**src/rtl/mem_port_arbiter.sv**
```systemverilog
// Arbitrates one single-port, variable-latency memory between instruction fetch and data access.
// Data has fixed priority, fetch is forced after MAX_STARVE consecutive data grants, and a watchdog aborts stuck accesses.
module mem_port_arbiter #(
    parameter int ADDR_W     = 32,
    parameter int DATA_W     = 32,
    parameter int MAX_STARVE = 4,
    parameter int TIMEOUT    = 255
) (
    input  logic                clk,
    input  logic                rst,
    input  logic                if_req,
    input  logic [ADDR_W-1:0]   if_addr,
    output logic                if_done,
    output logic                if_err,
    output logic [DATA_W-1:0]   if_rdata,
    input  logic                d_req,
    input  logic                d_we,
    input  logic [ADDR_W-1:0]   d_addr,
    input  logic [DATA_W-1:0]   d_wdata,
    input  logic [DATA_W/8-1:0] d_wstrb,
    output logic                d_done,
    output logic                d_err,
    output logic [DATA_W-1:0]   d_rdata,
    output logic                mem_req,
    output logic                mem_we,
    output logic [ADDR_W-1:0]   mem_addr,
    output logic [DATA_W-1:0]   mem_wdata,
    output logic [DATA_W/8-1:0] mem_wstrb,
    input  logic                mem_ready,
    input  logic [DATA_W-1:0]   mem_rdata,
    output logic                busy
);

    localparam int STRB_W = DATA_W / 8;
    localparam int SC_W   = $clog2(MAX_STARVE + 1);
    localparam int TC_W   = $clog2(TIMEOUT + 1);

    typedef enum logic [1:0] {IDLE, GRANT_IF, GRANT_D} state_t;

    state_t              state, state_n;
    logic [SC_W-1:0]     starve_cnt, starve_n;
    logic [TC_W-1:0]     tmo_cnt, tmo_n;
    logic                mem_req_n, mem_we_n, busy_n;
    logic [ADDR_W-1:0]   mem_addr_n;
    logic [DATA_W-1:0]   mem_wdata_n, if_rdata_n, d_rdata_n;
    logic [STRB_W-1:0]   mem_wstrb_n;
    logic                if_done_n, if_err_n, d_done_n, d_err_n;
    logic                if_elig, d_elig;

    // A requester whose done is high this cycle is still holding req; don't re-grant it.
    assign if_elig = if_req && !if_done;
    assign d_elig  = d_req && !d_done;

    always_comb begin
        state_n     = state;
        starve_n    = starve_cnt;
        tmo_n       = tmo_cnt;
        mem_req_n   = mem_req;
        mem_we_n    = mem_we;
        mem_addr_n  = mem_addr;
        mem_wdata_n = mem_wdata;
        mem_wstrb_n = mem_wstrb;
        if_rdata_n  = if_rdata;
        d_rdata_n   = d_rdata;
        if_done_n   = 1'b0;
        if_err_n    = 1'b0;
        d_done_n    = 1'b0;
        d_err_n     = 1'b0;

        case (state)
            IDLE: begin
                if (d_elig && (starve_cnt < SC_W'(MAX_STARVE) || !if_elig)) begin
                    state_n     = GRANT_D;
                    mem_req_n   = 1'b1;
                    mem_we_n    = d_we;
                    mem_addr_n  = d_addr;
                    mem_wdata_n = d_wdata;
                    mem_wstrb_n = d_we ? d_wstrb : '0;
                    tmo_n       = '0;
                    if (!if_elig)
                        starve_n = '0;
                    else if (starve_cnt != SC_W'(MAX_STARVE))
                        starve_n = starve_cnt + 1'b1;
                end else if (if_elig) begin
                    state_n     = GRANT_IF;
                    mem_req_n   = 1'b1;
                    mem_we_n    = 1'b0;
                    mem_addr_n  = if_addr;
                    mem_wstrb_n = '0;
                    tmo_n       = '0;
                    starve_n    = '0;
                end
            end
            GRANT_IF, GRANT_D: begin
                if (mem_ready) begin
                    state_n   = IDLE;
                    mem_req_n = 1'b0;
                    if (state == GRANT_IF) begin
                        if_done_n  = 1'b1;
                        if_rdata_n = mem_rdata;
                    end else begin
                        d_done_n = 1'b1;
                        if (!mem_we)
                            d_rdata_n = mem_rdata;
                    end
                end else if (tmo_cnt == TC_W'(TIMEOUT - 1)) begin
                    // This is the TIMEOUT-th cycle with mem_req high and no ready.
                    state_n   = IDLE;
                    mem_req_n = 1'b0;
                    if (state == GRANT_IF) begin
                        if_done_n = 1'b1;
                        if_err_n  = 1'b1;
                    end else begin
                        d_done_n = 1'b1;
                        d_err_n  = 1'b1;
                    end
                end else begin
                    tmo_n = tmo_cnt + 1'b1;
                end
            end
            default: state_n = IDLE;
        endcase

        busy_n = (state_n != IDLE);
    end

    always_ff @(posedge clk or negedge rst) begin
        if (!rst) begin
            state      <= IDLE;
            starve_cnt <= '0;
            tmo_cnt    <= '0;
            mem_req    <= 1'b0;
            mem_we     <= 1'b0;
            mem_addr   <= '0;
            mem_wdata  <= '0;
            mem_wstrb  <= '0;
            if_rdata   <= '0;
            d_rdata    <= '0;
            if_done    <= 1'b0;
            if_err     <= 1'b0;
            d_done     <= 1'b0;
            d_err      <= 1'b0;
            busy       <= 1'b0;
        end else begin
            state      <= state_n;
            starve_cnt <= starve_n;
            tmo_cnt    <= tmo_n;
            mem_req    <= mem_req_n;
            mem_we     <= mem_we_n;
            mem_addr   <= mem_addr_n;
            mem_wdata  <= mem_wdata_n;
            mem_wstrb  <= mem_wstrb_n;
            if_rdata   <= if_rdata_n;
            d_rdata    <= d_rdata_n;
            if_done    <= if_done_n;
            if_err     <= if_err_n;
            d_done     <= d_done_n;
            d_err      <= d_err_n;
            busy       <= busy_n;
        end
    end

endmodule
```
**config.mk**
```make
export PLATFORM = sky130hd
export DESIGN_NAME = mem_port_arbiter
export DESIGN_NICKNAME = d
export VERILOG_FILES = /design/src/rtl/mem_port_arbiter.sv
export SDC_FILE = /design/constraint.sdc
export NUM_CORES = 1
export LEC_CHECK = 0
export CORE_MARGIN = 2
export CORE_UTILIZATION = 42
export DETAILED_ROUTE_END_ITERATION = 10
export PLACE_DENSITY = 0.8
export SLEW_MARGIN = 40
export SYNTH_ARGS = -nofsm -noshare
export SYNTH_HDL_FRONTEND = slang
export SYNTH_SLANG_ARGS = --single-unit
```
**constraint.sdc**
```tcl
create_clock -name clk -period 2.5 [get_ports clk]
set_clock_uncertainty 0.15 [all_clocks]
set_input_delay 0.25 -clock clk [delete_from_list [all_inputs] [get_ports clk]]
set_output_delay 0.25 -clock clk [all_outputs]
set_load 0.01 [all_outputs]
```
==> results.cfg <==
[clocking]
worstSkewPairLatency_ps = 410
clk_pin_slew_worst_paths_ps = 60
cts_sinks = 152
cts_tree = done
postCtsSetupRepairBufs = 0
cts-root-buf = clkbuf_16
cts_htree_levels = 4
numCtsBuffers = 17
cts_resized = 0
cts_hold_buf = 1
cts.path.max_buffers = 2

[placed_design]
io_buffers = 276
gp_congestion = 0.8206
place_area_sq_um = 9329
placed_cells = 976
dp_hpwl_mm = 12.97
post-place-ws_ps = 383.7

[timing]
slew_viol_final = 0
period_share_pct = 82.41
rsz0062_at_grt = false
setup_tns_ps = 0
worst_pin_slew_ps = 523.7
period_needed_ps = 2060
final_hold_viol_count = 0
timing.final.ws_setup_ps = 439.8
fmax_mhz = 485.4
setup_viol = 0
slew-limit-headroom_pct = 65.08

[cells_and_area]
fin_cells = 1008
area_delta_synth_final_pct = 55.71
post-route-util_pct = 67.44
drive_gt1_share_pct = 14.08
finalInstanceArea_sq_um = 9876
num_antenna_cells = 0
fillers = 1078
nets = 957

[worst_setup_path]
crit_fanout = 10
end_kind = flop
required_ps = 2660
arrival_ps = 2220
critPathLaunchType = flop
worstSetupPathType = flop to flop

[detailed_routing]
drc = 0
vias = 5103
via_per_inst = 5.063
drtIter0Drc = 241
wire_per_inst_microns = 17.46
dr.pass1.iters = 4
ant_nets = 0
wirelength_mm = 17.60

[power]
pwr-share-seq_pct = 34.8
leakage_nw = 4.384
power_switching_mw = 4.145
pwr-share-comb_pct = 46.1
internal_power_mw = 8.137
clkPwrFrac_pct = 19.1
switching_share_pct = 33.75
p_per_area_nw_per_um2 = 1244
vdd_ir_drop_max_mv = 0.6814

[logic_synthesis]
netlist_area_sq_um = 6342
yosysWarningCount = 0
post-synth-top-count-cell = dfrtp_1
synth_cell_type_count = 45
synth_top_cells_by_count = 152 x dfrtp_1, 140 x nand2_1, 62 x mux2_2, 32 x mux2i_1, 26 x o21ai_0
syn_inst = 532
yosysTopAreaCell = dfrtp_1
synthTopCellsByArea = dfrtp_1 60%, mux2_2 11%, nand2_1 8.3%
synth_nets = 677
synth_seq_cells = 152
synth_enable_flop_cells = 0
postSynthAreaPerCell_sq_um = 11.92
yosys.area.top_type_share_pct = 59.97
ys_async_sr_fraction_pct = 100.0
synthFlopType = dfrtp_1
synth_seq_area_share_pct = 59.97

[status]
status = finished, final reports clean

[global_route]
grt_pass1_wl_mm = 28.13
grt_max_degree = 71
grt.total_usage_pct = 22.33
grt-ovfl-total = 0
antenna_found_initial = 0
grt_pass1_vias = 5391

[floorplan]
die_w_microns = 126.9
start_util_pct = 43.31
top_level_ports = 277
rows = 44
die_y_microns = 126.9
coreArea_sq_um = 14640
die_area_sq_um = 16100

[worst_hold_path]
min_path_type = primary input to asynchronous set/reset pin

[run]
cap_violations = 0
cell usage in the layout (no fill, tap or decap), types with 4 or more instances in the layout:
cell               n
nand3_1            7
a31oi_1            6
dfrtp_1          152
mux2_2            62
clkinv_2           5
nor2_1             4
o21ai_1           11
buf_12             5
nand2b_1           5
clkdlybuf4s50_1  275
nand2_1          140
buf_4              6
clkbuf_16         17
o21ai_0           26
a32o_1             5
inv_1              9
mux2i_1           32
ha_1               7
state kept, by name, indices dropped and copies added (netlist names):
name,flops
mem_we,1
d_rdata,32
mem_wdata,32
d_err,1
mem_wstrb,4
starve_cnt,3
state,2
mem_req,1
if_rdata,32
mem_addr,32
tmo_cnt,8
if_err,1
if_done,1
d_done,1
busy,1
power groups by stage:
stage / logic (mW) / registers, mW / clock network, mW
floorplan: 2.09 / 4.75 / 0
CTS: 5.73 / 4.27 / 2.40
finish: 5.67 / 4.27 / 2.35
global route: 6.09 / 4.42 / 2.51
global placement: 5.54 / 4.23 / 0
detailed placement: 5.70 / 4.30 / 0
per-stage QoR:
| step | power (mW) | hold WS, ps |
|---|---|---|
| 6_report | 12.28 | 210.8 |
| 5_1_grt | 13.02 | 207.9 |
| 4_1_cts | 12.41 | 200.3 |
| 3_5_place_dp | 10.00 | 89.76 |
| 3_3_place_gp | 9.773 | 79.67 |
| 2_1_floorplan | 6.846 | -195.6 |
cells by family (layout without fill, tap and decap cells):
group	after synthesis	in the layout	synth area share, %
AND/OR/NAND/NOR	175	175	11.95
flip-flops	152	152	59.97
multiplexers	96	96	16.41
AO/OA/AOI/OAI	65	65	6.925
buffers and inverters	36	328	3.216
adder cells (fa/ha/maj)	7	7	1.381
XOR/XNOR	1	1	0.1381
area by class of cell:
class / instances / area (sq um) / share of cell area, %
tap: 184 / 230.2 / 2.331
sequential: 152 / 3804 / 38.52
clock inverter: 12 / 103.9 / 1.052
inverter: 9 / 33.78 / 0.3421
timing repair buffer: 288 / 2919 / 29.56
multi-input combinational: 344 / 2352 / 23.82
clock buffer: 19 / 432.9 / 4.384
routing by layer:
layer	vias to the layer above	track usage, %	wire (microns)	part of all wire, %
met5	-	0	0	0
met4	0	9.050	502	2.9
met3	35	6.495	1190	6.8
met2	184	39.03	9119	52
met1	2500	25.81	6786	39
li1	2384	-	-	-
worst paths after layout:
check                               from       endpoint  slack [ps]  depth (start not counted)
max                             state[0]       state[1]         440                          5
min                                  rst     tmo_cnt[7]         210                          2
max reg2reg                     state[0]       state[1]         440                          5
min reg2reg                mem_wdata[18]  mem_wdata[18]         330                          2
max in group asynchronous            rst   mem_addr[13]        1290                          3
min in group clk              d_wdata[1]   mem_wdata[1]         220                          3
critical path: stages (launching register included):
cell      delay, ps
dfrtp_1         460
inv_1            90
ha_1            340
and3_1          540
nor2_1           90
a311oi_1        290
Power figures use the tool's default switching activity.
